--- src/rtl/core_pkg.sv ---
// Shared RV32I front-end definitions: next-PC select codes, bubble word, decode slices, fetch FSM states.
package core_pkg;

  localparam logic [1:0] PCSRC_SEQ  = 2'b00;
  localparam logic [1:0] PCSRC_BR   = 2'b01;
  localparam logic [1:0] PCSRC_JALR = 2'b10;
  localparam logic [1:0] PCSRC_NEXT = 2'b11;

  localparam logic [31:0] NOP_INST = 32'h0000_0013;

  localparam int OPC_HI = 6;
  localparam int OPC_LO = 2;
  localparam int IMMBIT = 20;

  typedef enum logic {
    RUN  = 1'b0,
    HALT = 1'b1
  } fetch_state_e;

  function automatic logic [4:0] opcode_of(input logic [31:0] inst);
    return inst[OPC_HI:OPC_LO];
  endfunction

endpackage

--- src/rtl/fetch_stage_if.sv ---
// Fetch-stage bundle: imem bus, IF/ID outputs, decoder controls and EX redirect inputs.
interface fetch_stage_if #(
  parameter int XLEN = 32
);
  logic            stall;
  logic            resume;
  logic [1:0]      ex_srcPC;
  logic            ex_branch_taken;
  logic            ex_flush;
  logic            ex_pcload;
  logic [XLEN-1:0] ex_pc;
  logic [XLEN-1:0] ex_target;
  logic [XLEN-1:0] ex_alu_result;
  logic [XLEN-1:0] imem_addr;
  logic [31:0]     imem_rdata;
  logic [XLEN-1:0] ifid_pc;
  logic [31:0]     ifid_inst;
  logic            ifid_valid;
  logic [4:0]      ctrl_opcode;
  logic            ctrl_immbit;
  logic            kill_idex;
  logic            halted;

  modport master (
    input  stall, resume, ex_srcPC, ex_branch_taken, ex_flush, ex_pcload,
           ex_pc, ex_target, ex_alu_result, imem_rdata,
    output imem_addr, ifid_pc, ifid_inst, ifid_valid, ctrl_opcode, ctrl_immbit,
           kill_idex, halted
  );

  modport slave (
    output stall, resume, ex_srcPC, ex_branch_taken, ex_flush, ex_pcload,
           ex_pc, ex_target, ex_alu_result, imem_rdata,
    input  imem_addr, ifid_pc, ifid_inst, ifid_valid, ctrl_opcode, ctrl_immbit,
           kill_idex, halted
  );
endinterface

--- src/rtl/fetch_stage_next_pc_sel.sv ---
// Combinational redirect detect and target mux for the EX-stage instruction; target is word aligned.
module next_pc_sel
  import core_pkg::*;
#(
  parameter int XLEN = 32
) (
  input  logic [1:0]      src_pc,
  input  logic            branch_taken,
  input  logic            flush,
  input  logic [XLEN-1:0] ex_pc,
  input  logic [XLEN-1:0] ex_target,
  input  logic [XLEN-1:0] ex_alu_result,
  output logic            redirect,
  output logic [XLEN-1:0] target
);

  logic [XLEN-1:0] raw_target;

  always_comb begin
    raw_target = ex_pc + XLEN'(4);
    case (src_pc)
      PCSRC_BR:   raw_target = ex_target;
      PCSRC_JALR: raw_target = ex_alu_result & ~XLEN'(1);
      default:    raw_target = ex_pc + XLEN'(4);
    endcase
  end

  // Misaligned targets are not trapped; the low bits are simply dropped.
  assign target   = raw_target & ~XLEN'(3);
  assign redirect = flush | ((src_pc == PCSRC_BR) & branch_taken);

endmodule

--- src/rtl/fetch_stage.sv ---
// RV32I program counter and IF/ID register with redirect, stall and ebreak halt/resume handling.
module fetch_stage #(
  parameter int                XLEN     = 32,
  parameter logic [XLEN-1:0]   RESET_PC = '0,
  parameter logic [31:0]       NOP_INST = core_pkg::NOP_INST
) (
  input logic         clk,
  input logic         rst,
  fetch_stage_if.master bus
);
  import core_pkg::*;

  fetch_state_e    state_q, state_d;
  logic [XLEN-1:0] pc_q, pc_d;
  logic [XLEN-1:0] ifid_pc_q, ifid_pc_d;
  logic [31:0]     ifid_inst_q, ifid_inst_d;
  logic            ifid_valid_q, ifid_valid_d;
  logic [XLEN-1:0] halt_pc_q, halt_pc_d;
  logic            kill;
  logic            redirect;
  logic [XLEN-1:0] target;

  next_pc_sel #(.XLEN(XLEN)) u_next_pc_sel (
    .src_pc        (bus.ex_srcPC),
    .branch_taken  (bus.ex_branch_taken),
    .flush         (bus.ex_flush),
    .ex_pc         (bus.ex_pc),
    .ex_target     (bus.ex_target),
    .ex_alu_result (bus.ex_alu_result),
    .redirect      (redirect),
    .target        (target)
  );

  always_comb begin
    state_d      = state_q;
    pc_d         = pc_q;
    ifid_pc_d    = ifid_pc_q;
    ifid_inst_d  = ifid_inst_q;
    ifid_valid_d = ifid_valid_q;
    halt_pc_d    = halt_pc_q;
    kill         = 1'b0;
    case (state_q)
      RUN: begin
        if (bus.ex_pcload) begin
          state_d      = HALT;
          ifid_pc_d    = '0;
          ifid_inst_d  = NOP_INST;
          ifid_valid_d = 1'b0;
          halt_pc_d    = bus.ex_pc;
          kill         = 1'b1;
        end else if (redirect) begin
          // A redirect discards whatever a concurrent stall was holding.
          pc_d         = target;
          ifid_pc_d    = '0;
          ifid_inst_d  = NOP_INST;
          ifid_valid_d = 1'b0;
          kill         = 1'b1;
        end else if (!bus.stall) begin
          pc_d         = pc_q + XLEN'(4);
          ifid_pc_d    = pc_q;
          ifid_inst_d  = bus.imem_rdata;
          ifid_valid_d = 1'b1;
        end
      end
      HALT: begin
        if (bus.resume) begin
          pc_d    = halt_pc_q + XLEN'(4);
          state_d = RUN;
        end
      end
      default: state_d = RUN;
    endcase
  end

  always_ff @(posedge clk) begin
    if (rst) begin
      state_q      <= RUN;
      pc_q         <= RESET_PC;
      ifid_pc_q    <= '0;
      ifid_inst_q  <= NOP_INST;
      ifid_valid_q <= 1'b0;
      halt_pc_q    <= '0;
    end else begin
      state_q      <= state_d;
      pc_q         <= pc_d;
      ifid_pc_q    <= ifid_pc_d;
      ifid_inst_q  <= ifid_inst_d;
      ifid_valid_q <= ifid_valid_d;
      halt_pc_q    <= halt_pc_d;
    end
  end

  assign bus.imem_addr   = pc_q;
  assign bus.ifid_pc     = ifid_pc_q;
  assign bus.ifid_inst   = ifid_inst_q;
  assign bus.ifid_valid  = ifid_valid_q;
  assign bus.ctrl_opcode = opcode_of(ifid_inst_q);
  assign bus.ctrl_immbit = ifid_inst_q[IMMBIT];
  assign bus.kill_idex   = kill;
  assign bus.halted      = (state_q == HALT);

endmodule

--- src/flat_wrapper.sv ---
// flat-port wrapper written by rule: the top's interface ports become plain ports
module fetch_stage_flat import core_pkg::*;
#(
  parameter int                XLEN     = 32,
  parameter logic [XLEN-1:0]   RESET_PC = '0,
  parameter logic [31:0]       NOP_INST = core_pkg::NOP_INST
)
  (clk, rst, bus_stall, bus_resume, bus_ex_srcPC, bus_ex_branch_taken, bus_ex_flush, bus_ex_pcload, bus_ex_pc, bus_ex_target, bus_ex_alu_result, bus_imem_rdata, bus_imem_addr, bus_ifid_pc, bus_ifid_inst, bus_ifid_valid, bus_ctrl_opcode, bus_ctrl_immbit, bus_kill_idex, bus_halted);
  fetch_stage_if #(.XLEN(XLEN)) bus_i ();
  input logic clk;
  input logic rst;
  input wire logic [$bits(bus_i.stall)-1:0] bus_stall;
  input wire logic [$bits(bus_i.resume)-1:0] bus_resume;
  input wire logic [$bits(bus_i.ex_srcPC)-1:0] bus_ex_srcPC;
  input wire logic [$bits(bus_i.ex_branch_taken)-1:0] bus_ex_branch_taken;
  input wire logic [$bits(bus_i.ex_flush)-1:0] bus_ex_flush;
  input wire logic [$bits(bus_i.ex_pcload)-1:0] bus_ex_pcload;
  input wire logic [$bits(bus_i.ex_pc)-1:0] bus_ex_pc;
  input wire logic [$bits(bus_i.ex_target)-1:0] bus_ex_target;
  input wire logic [$bits(bus_i.ex_alu_result)-1:0] bus_ex_alu_result;
  input wire logic [$bits(bus_i.imem_rdata)-1:0] bus_imem_rdata;
  output wire logic [$bits(bus_i.imem_addr)-1:0] bus_imem_addr;
  output wire logic [$bits(bus_i.ifid_pc)-1:0] bus_ifid_pc;
  output wire logic [$bits(bus_i.ifid_inst)-1:0] bus_ifid_inst;
  output wire logic [$bits(bus_i.ifid_valid)-1:0] bus_ifid_valid;
  output wire logic [$bits(bus_i.ctrl_opcode)-1:0] bus_ctrl_opcode;
  output wire logic [$bits(bus_i.ctrl_immbit)-1:0] bus_ctrl_immbit;
  output wire logic [$bits(bus_i.kill_idex)-1:0] bus_kill_idex;
  output wire logic [$bits(bus_i.halted)-1:0] bus_halted;
  assign bus_i.stall = bus_stall;
  assign bus_i.resume = bus_resume;
  assign bus_i.ex_srcPC = bus_ex_srcPC;
  assign bus_i.ex_branch_taken = bus_ex_branch_taken;
  assign bus_i.ex_flush = bus_ex_flush;
  assign bus_i.ex_pcload = bus_ex_pcload;
  assign bus_i.ex_pc = bus_ex_pc;
  assign bus_i.ex_target = bus_ex_target;
  assign bus_i.ex_alu_result = bus_ex_alu_result;
  assign bus_i.imem_rdata = bus_imem_rdata;
  assign bus_imem_addr = bus_i.imem_addr;
  assign bus_ifid_pc = bus_i.ifid_pc;
  assign bus_ifid_inst = bus_i.ifid_inst;
  assign bus_ifid_valid = bus_i.ifid_valid;
  assign bus_ctrl_opcode = bus_i.ctrl_opcode;
  assign bus_ctrl_immbit = bus_i.ctrl_immbit;
  assign bus_kill_idex = bus_i.kill_idex;
  assign bus_halted = bus_i.halted;
  fetch_stage #(.XLEN(XLEN), .RESET_PC(RESET_PC), .NOP_INST(NOP_INST)) u_core (.clk(clk), .rst(rst), .bus(bus_i));
endmodule
--- config.mk ---
export PLATFORM = sky130hd
export DESIGN_NAME = fetch_stage_flat
export DESIGN_NICKNAME = d
export VERILOG_FILES = /design/src/rtl/core_pkg.sv /design/src/rtl/fetch_stage_if.sv /design/src/rtl/fetch_stage_next_pc_sel.sv /design/src/rtl/fetch_stage.sv /design/src/flat_wrapper.sv
export SDC_FILE = /design/constraint.sdc
export NUM_CORES = 1
export LEC_CHECK = 0
export ABC_AREA = 1
export BUFFER_PORTS_ARGS = -buffer_cell sky130_fd_sc_hd__buf_2
export CAP_MARGIN = 20
export CELL_PAD_IN_SITES_DETAIL_PLACEMENT = 1
export CELL_PAD_IN_SITES_GLOBAL_PLACEMENT = 2
export CORE_ASPECT_RATIO = 1.25
export CORE_MARGIN = 1
export CORE_UTILIZATION = 30
export CTS_BUF_LIST = sky130_fd_sc_hd__clkbuf_2
export DETAILED_ROUTE_END_ITERATION = 6
export PLACE_DENSITY = 0.89
export SYNTH_ARGS = -nofsm -noshare
export SYNTH_HDL_FRONTEND = slang
export SYNTH_SLANG_ARGS = --single-unit
--- constraint.sdc ---
create_clock -name clk -period 3.86 [get_ports clk]
set_clock_uncertainty 0.15 [all_clocks]
set_input_delay 0.193 -clock clk [delete_from_list [all_inputs] [get_ports clk]]
set_output_delay 0.193 -clock clk [all_outputs]
set_load 0.005 [all_outputs]
# ---- After elaboration in Yosys (flattened, before gate mapping)
# Index checks and enable logic that the tools add are counted.
dict set report totals {
  out_inout_bits 105
  register_bits 130
  in_bits 137
  wordCells 42
}
dict set report classes {
  bitwise 3
  muxes 21
  addsub 3
  reduce_logical 3
  eq_ne 6
}
# cell count
set ops {}
lappend ops {{32-bit 2-to-1 mux} 10}
lappend ops {{32-bit case mux with 2 select lines} 2}
lappend ops {{32-bit by 3-bit adder with 32-bit output (second input constant)} 3}
lappend ops {{1-bit 2-to-1 mux} 8}
lappend ops {{2-bit inequality test (second input constant)} 2}
lappend ops {{2-bit AND reduction} 2}
lappend ops {{3-bit by 1-bit inequality test with 1-bit output (second input constant)} 1}
lappend ops {{3-bit by 2-bit inequality test with 1-bit output (second input constant)} 1}
lappend ops {{3-bit AND reduction} 1}
lappend ops {{2-bit by 1-bit equality test with 1-bit output (second input constant)} 1}
lappend ops {{2-bit equality test (second input constant)} 1}
lappend ops {{1-bit case mux with 2 select lines} 1}
lappend ops {{1-bit bitwise AND} 1}
lappend ops {{1-bit NOT} 1}
lappend ops {{1-bit OR} 1}

# ---- Longest topological paths before layout
# Gate-level depths: netlist of the first run.
dict set report depth {
  depth_word 6
  ltp_mapped 15
  mapped_depth_nobuf 15
}

# ---- By module
# A second synthesis of the first run with hierarchy kept.
dict set report hier_totals {
  hier_cells 1376
  hier_area_um2 8479.4
}
# module seq_area_each_um2 cells_each instances area_per_inst_um2
set modules_own_cells {}
lappend modules_own_cells {fetch_stage 2602.5 1062 1 6899.1}
lappend modules_own_cells {next_pc_sel 0.0 314 1 1580.3}

# ---- Worst setup path before layout of the first run
# OpenSTA, ideal clock, no wires.
dict set report synth_timing {
  path_type {register -> register}
  start {register u_core.halt_pc_q[2]}
  end {register u_core.pc_q[16], in the netlist u_core.bus.imem_addr[16]}
  setup_slack_ns 1.998
  required_time_ns 3.578
  arrival_time_ns 1.580
  stages_incl_launch_ff 12
  path_buffers 0
  synth_period_minus_slack_ns 1.862
  setup_ns 0.132
  cell_sequence {dfxtp_1 > ha_1 > nand2_1 > nor2_1 > nand2_1 > nor2_2 > nand3_1 > xor2_1 > o21ai_0 > inv_1 > nand2_1 > a21oi_1}
}
dict set report synth_between {
  elab_chain_cells 3
}
# item line
set synth_lines {}
lappend synth_lines {{start: declaration} fetch_stage.sv:18} ;# logic [XLEN-1:0] halt_pc_q, halt_pc_d;
lappend synth_lines {{start signal: assignment} fetch_stage.sv:89} ;# halt_pc_q <= halt_pc_d;
lappend synth_lines {{32-bit by 3-bit adder with 32-bit output} fetch_stage.sv:67} ;# pc_d = halt_pc_q + XLEN'(4);
lappend synth_lines {{32-bit 2-to-1 mux} fetch_stage.sv:66} ;# if (bus.resume) begin
lappend synth_lines {{32-bit case mux with 2 select lines} fetch_stage.sv:42} ;# case (state_q)
lappend synth_lines {{end signal: assignment} fetch_stage.sv:85} ;# pc_q <= pc_d;
lappend synth_lines {{end: declaration} fetch_stage.sv:14} ;# logic [XLEN-1:0] pc_q, pc_d;
# Every way passes these cells. The select of a mux whose other input is x is not followed.
# A chain may end at the register's enable or synchronous reset.

# ---- Worst setup path after layout of the first run
dict set report layout_timing {
  start {register u_core.state_q, in the netlist u_core.bus.halted}
  end {register u_core.pc_q[3], in the netlist u_core.bus.imem_addr[3]}
}
dict set report layout_between {
  elab_chain_cells 3
  word_cells_on_any_way 6
  classes_between {eq/ne (3); mux (1); bitwise (1); reduce/logical (1)}
}
# item line
set layout_lines {}
lappend layout_lines {{start: declaration} fetch_stage.sv:13} ;# fetch_state_e state_q, state_d;
lappend layout_lines {{start signal: assignment} fetch_stage.sv:84} ;# state_q <= state_d;
lappend layout_lines {{1-bit NOT (no line)} --}
lappend layout_lines {{3-bit by 2-bit inequality test with 1-bit output (no line) / 2-bit inequality test (equally long branches)} --}
lappend layout_lines {{3-bit AND reduction (no line)} --}
# Several ways; a longest one is shown, not always the timed one.

==> results of run 1 <==
-- report_power, final --
part | leakage, nW | switching [W] | internal [W]
combinational | 4.27 | 0.000553 | 0.000423
clock | 0.151 | 0.000612 | 0.000369
sequential | 1.06 | 0.000132 | 0.00142
total | 5.48 | 0.00130 | 0.00221
-- logic make-up after synthesis --
| kind of cell | share of synthesized area [%] |
|---|---|
| AND/OR/NAND/NOR | 36.35 |
| AO/OA/AOI/OAI | 19.59 |
| buffers and inverters | 9.031 |
| flip-flops | 31.05 |
| XOR/XNOR | 3.239 |
| adder cells (fa/ha/maj) | 0.7464 |
-- worst min-delay path by stage --
stage                            from                       end  slack (ns)  depth (start not counted)
finish              bus_ex_target[22]  u_core.bus.imem_addr[22]        0.08                          8
global route        bus_ex_target[22]  u_core.bus.imem_addr[22]        0.09                          8
CTS                 bus_ex_target[22]  u_core.bus.imem_addr[22]       0.005                          8
global placement         bus_ex_pc[1]       u_core.halt_pc_q[1]        0.27                          3
floorplan                bus_ex_pc[0]       u_core.halt_pc_q[0]        0.18                          2
detailed placement       bus_ex_pc[1]       u_core.halt_pc_q[1]        0.28                          3
-- cell type report --
cell class                      count  area share (%)
Sequential cell                   130           20.79
Clock inverter                     15           1.459
Inverter                           96           2.878
Antenna cell                        2         0.03998
Multi-Input combinational cell    993           40.20
Timing Repair Buffer              499           30.46
Tap cell                          350           3.498
Clock buffer                       17          0.6796
-- metal layers --
layer | GRT usage [%] | vias up
met4 | 16.37 | 0
met1 | 33.83 | 5481
li1 | - | 5323
met3 | 4.145 | 118
met5 | 0 | -
met2 | 52.11 | 402
-- metrics by stage --
stage               hold slack, ns  cells  utilization (%)  setup WS (ns)  area [um^2]
finish                     0.08455   2102            45.42         0.2268        12520
global route               0.08717   2102            45.42        0.05212        12520
CTS                       0.005342   2098            45.23         0.3422        12470
detailed placement          0.2833   1820            35.32          1.261         9737
global placement            0.2734   1820            35.32          1.307         9737
floorplan                   0.1779   1305                -          1.998         8382
-- critical path, stage by stage, from the launching register on --
cell	delay [ns]
dfxtp_1	0.57
nor2_2	0.10
inv_2	0.32
o21ai_1	0.11
dlygate4sd3_1	0.59
inv_2	0.11
o21ai_4	0.14
inv_2	0.46
o221ai_1	0.27
a21oi_1	0.18
dlygate4sd3_1	0.56
-- registers in the layout, summed over array words and instances, names as in the netlist --
| signal | cells |
|---|---|
| u_core.bus.ifid_pc | 32 |
| u_core.bus.ifid_inst | 32 |
| u_core.bus.imem_addr | 32 |
| u_core.bus.ifid_valid | 1 |
| u_core.halt_pc_q | 32 |
| u_core.bus.halted | 1 |
-- cells in the final DEF, fill, tap and decap left out, drive strengths merged, types with 74 or more instances in the layout --
master	synthesis	layout
o21ai	88	88
dlygate4sd3	0	246
nand4	74	74
buf	26	253
nand3	135	135
a21oi	155	155
nor2	111	111
dfxtp	130	130
nand2	306	306
inv	96	99
-- what timing repair did --
action,in CTS,in global routing
hold buffers,246,0
setup endpoints to repair,0,0
endpoints found under the hold margin,130,0
buffers inserted,0,0
==> flow_metrics.py, run 1 <==
metrics = {
    "clock_network": {
        "cts_made_buffers": 17,
        "clk_pin_slew_worst_paths_ns": 0.23,
        "clk_path_buf_depth": 2,
        "htree_levels": 4,
        "cts_resized": 0,
        "insertion_delay_ns": 0.78,
        "cts_root_buffer": "clkbuf_2",
        "cts_num_sinks": 130,
        "cts_tree": "yes",
    },
    "routing": {
        "avgRoutedWirePerCell_um": 20.12,
        "wl_met3_mm": 1.872,
        "dr_wl_met2_mm": 21.09,
        "routed_wirelength_mm": 42.30,
        "route.detailed.drc": 0,
        "detailroute.via_count": 11320,
        "wl_met1_mm": 17.15,
        "highest_layer": "met4",
        "dr.pass1.iters": 7,
        "avgViaCountPerCell": 5.387,
        "ant_nets": 0,
        "drtIter0Drc": 531,
    },
    "die": {
        "initial_utilization_pct": 30.41,
        "rows": 68,
        "die_x_um": 151.5,
        "io_pins": 242,
        "die_h_um": 188.9,
        "core_area_um2": 27570,
        "dieArea_um2": 28620,
    },
    "yosys": {
        "ys_types": 48,
        "synth.most_common_cell": "nand2_1",
        "synth-seq-cells": 130,
        "synth_cells": 1305,
        "synth.avg_cell_area_um2": 6.423,
        "synth_nets": 1447,
        "syn_area_um2": 8382,
        "yosys.area.top_type_share_pct": 31.05,
        "synthArstFlopShare_pct": 0,
        "synth.top_cells.by_area": "dfxtp_1 31%, nand2_1 14%, a21oi_1 9.3%",
        "yosys_warnings": 0,
        "synth_seq_area_share_pct": 31.05,
        "synth_flop_cell": "dfxtp_1",
        "yosys.area.top_type": "dfxtp_1",
        "synth-edff-count": 0,
        "synthTopCellsByCount": "302 x nand2_1, 155 x a21oi_1, 133 x nand3_1",
    },
    "global_route": {
        "grt_pass1_vias": 11800,
        "grt_antenna_before_repair": 2,
        "grt_overflow": 0,
        "track_usage_pct": 29.58,
        "grt_max_degree": 78,
        "grt_pass1_wl_mm": 65.09,
    },
    "worst_setup_path": {
        "crit_type": "flop to flop",
        "timing.rr.end": "u_core.bus.imem_addr[3]",
        "reg2regPathDepth": 10,
        "reg2reg_from": "u_core.bus.halted",
        "cp-end-kind": "flop",
        "cp-start-kind": "flop",
        "worstPathRequired_ns": 4.44,
        "cp-startpoint": "u_core.bus.halted",
        "rrSetupSlack_ns": 0.23,
        "crit_path_max_fanout": 34,
        "cp.arrival_ns": 4.21,
        "critPathCapture": "u_core.bus.imem_addr[3]",
    },
    "sta": {
        "finalHoldViolCount": 0,
        "setup_viol": 0,
        "final-max-slew-violation-count": 0,
        "worst_pin_slew_ns": 0.8861,
        "clock.fmax_mhz": 275.2,
        "fin_crit_sh_pct": 94.12,
        "period_needed_ns": 3.633,
        "grt_setup_unrepaired": "no",
        "relSlewSlack_pct": 40.93,
        "finalSetupTns_ns": 0,
    },
    "layout": {
        "ff_latch_area_um2": 2603,
        "multi_input_area_um2": 5032,
        "nFillCells": 3608,
        "syn2layout_area_growth_pct": 49.37,
        "final_nets": 1879,
        "drive_above_1_share_pct": 18.34,
    },
    "place": {
        "dp_hpwl_mm": 27.18,
        "portBuffers": 237,
        "place.gp.congestion": 0.9971,
    },
    "job": {
        "maxCapViolations": 0,
    },
    "power_and_ir_drop": {
        "power.leakage_nw": 5.482,
        "total_power_w": 0.003507,
        "ir_worst_vdd_mv": 0.1293,
        "power_density_nw_per_um2": 280.1,
    },
    "hold_path": {
        "hp-class": "input pin to flop",
    },
    "outcome": {
        "outcome": "completed",
    },
}
Power figures use the tool's default switching activity.
==> run 2: changes to the inputs <==
--- a/config.mk
+++ b/config.mk
@@ -6,6 +6,7 @@
 export NUM_CORES = 1
 export LEC_CHECK = 0
 export ABC_AREA = 1
+export ABC_CLOCK_PERIOD_IN_PS = 3860
 export BUFFER_PORTS_ARGS = -buffer_cell sky130_fd_sc_hd__buf_2
 export CAP_MARGIN = 20
 export CELL_PAD_IN_SITES_DETAIL_PLACEMENT = 1
@@ -16,6 +17,7 @@
 export CTS_BUF_LIST = sky130_fd_sc_hd__clkbuf_2
 export DETAILED_ROUTE_END_ITERATION = 6
 export PLACE_DENSITY = 0.89
+export RECOVER_POWER = 50
 export SYNTH_ARGS = -nofsm -noshare
 export SYNTH_HDL_FRONTEND = slang
 export SYNTH_SLANG_ARGS = --single-unit
==> flow_metrics.py, run 2 (same netlist as run 1, synthesis figures left out) <==
metrics = {
    "clock_network": {
        "cts_made_buffers": 17,
        "clk_pin_slew_worst_paths_ns": 0.22,
        "cts_root_buffer": "clkbuf_2",
        "cts_num_sinks": 130,
        "cts_tree": "yes",
        "ctsHoldBuffers": 246,
        "insertion_delay_ns": 0.78,
        "post-cts-setup-buffers": 0,
        "cts_resized": 0,
        "clk_path_buf_depth": 2,
        "htree_levels": 4,
    },
    "routing": {
        "ant_nets": 0,
        "route.detailed.drc": 0,
        "avgRoutedWirePerCell_um": 20.17,
        "avgViaCountPerCell": 5.396,
        "detailroute.via_count": 11340,
        "drtIter0Drc": 572,
        "dr.pass1.iters": 5,
        "routed_wirelength_mm": 42.40,
    },
    "sta": {
        "final-max-slew-violation-count": 42,
        "finalHoldViolCount": 0,
        "clock.fmax_mhz": 276.8,
        "worst_pin_slew_ns": 1.646,
        "relSlewSlack_pct": -9.718,
        "finalSetupTns_ns": 0,
        "fin_crit_sh_pct": 93.58,
        "setup_viol": 0,
        "grt_setup_unrepaired": "no",
        "period_needed_ns": 3.612,
    },
    "layout": {
        "layout_common_cells": "302 x nand2_1, 246 x dlygate4sd3_1, 161 x buf_2",
        "final_common_cell": "nand2_1",
        "final_nets": 1879,
        "syn2layout_area_growth_pct": 48.13,
        "drive_above_1_share_pct": 13.83,
        "final_cell_area_um2": 12420,
    },
    "place": {
        "portBuffers": 237,
        "dp_hpwl_mm": 27.18,
        "place.gp.congestion": 0.9971,
        "place_area_um2": 9737,
    },
    "worst_setup_path": {
        "worstPathRequired_ns": 4.45,
        "crit_slowest_cell": "dlygate4sd3_1",
        "crit_type": "flop to flop",
        "cp-start-kind": "flop",
        "critical_path.top_delay_family": "buffers and inverters",
        "reg2reg_from": "u_core.bus.halted",
        "cp-startpoint": "u_core.bus.halted",
        "cp-end-kind": "flop",
        "crit_path_cell_trace": "nor2_2 -> inv_2 -> o21ai_1 -> dlygate4sd3_1 -> inv_2 -> o21ai_4 -> inv_2 -> o221ai_1 -> a21oi_1 -> dlygate4sd3_1",
        "crit_path_max_fanout": 34,
        "path_common_cell": "inv_2",
        "cpPeakStageDelay_ns": 0.59,
        "cp.arrival_ns": 4.20,
        "cp_num_buf_inv": 5,
    },
    "global_route": {
        "use_met3_pct": 4.145,
        "grt_pass1_wl_mm": 65.09,
        "grt_busiest_layer": "met2",
        "grt_antenna_before_repair": 2,
        "use_met2_pct": 52.11,
        "grt_overflow": 0,
        "use_met1_pct": 33.83,
        "grt_max_degree": 78,
        "grt_pass1_vias": 11800,
        "track_usage_pct": 29.58,
    },
    "power_and_ir_drop": {
        "ir_worst_vdd_mv": 0.1268,
        "power_density_nw_per_um2": 281.9,
        "power.leakage_nw": 5.168,
        "total_power_w": 0.003500,
    },
    "die": {
        "initial_utilization_pct": 30.41,
        "core_area_um2": 27570,
        "rows": 68,
        "io_pins": 242,
        "dieArea_um2": 28620,
        "die_x_um": 151.5,
        "die_h_um": 188.9,
    },
    "hold_path": {
        "worstHoldStart": "bus_ex_target[22]",
        "hp-class": "input pin to flop",
    },
    "job": {
        "maxCapViolations": 1,
    },
    "outcome": {
        "outcome": "finished with violations",
        "violations": "max-capacitance violations, max-slew violations",
    },
}
==> run 2: final cells by class <==
class / count / area, um^2
inverters: 96 / 360.3
flip-flops and latches: 130 / 2603
fillers: 3653 / 15150
diodes: 2 / 5.005
multi-input cells: 993 / 5030
clock inverters: 15 / 182.7
repair buffers: 499 / 3712
clock buffers: 17 / 85.08
well taps: 350 / 437.9
==> run 2: where the power goes <==
group | switching, W | internal (W)
clock network | 0.000614 | 0.000369
registers | 0.000133 | 0.00142
logic | 0.000553 | 0.000414
==> run 2: tightest hold or removal path, delay by kind of cell <==
family,cells,cell delay (ns)
compound gates,2,0.24
simple gates,5,0.48
buf+inv,1,0.08
==> run 2: layer usage <==
metal | up-vias | wire (um)
li1 | 5324 | -
met1 | 5512 | 17130
met2 | 390 | 21200
met3 | 117 | 1908
met4 | 0 | 2159
met5 | - | 0
==> run 2: worst paths after layout <==
check | endpoint | slack [ns] | cells past startpoint
worst max register to register | u_core.bus.imem_addr[3] | 0.25 | 10
worst max-delay path | u_core.bus.imem_addr[3] | 0.25 | 10
worst min register to register | u_core.bus.ifid_pc[12] | 0.35 | 2
worst min-delay path | u_core.bus.imem_addr[22] | 0.09 | 8
==> run 2: stage by stage <==
stage | utilization (%) | hold slack [ns] | worst slack, ns | cells
global placement | 35.32 | 0.2734 | 1.307 | 1820
detailed placement | 35.32 | 0.2833 | 1.261 | 1820
global route | 45.04 | 0.08716 | 0.04989 | 2102
finish | 45.04 | 0.09038 | 0.2478 | 2102
floorplan | - | 0.1779 | 1.998 | 1305
CTS | 45.23 | 0.005342 | 0.3422 | 2098
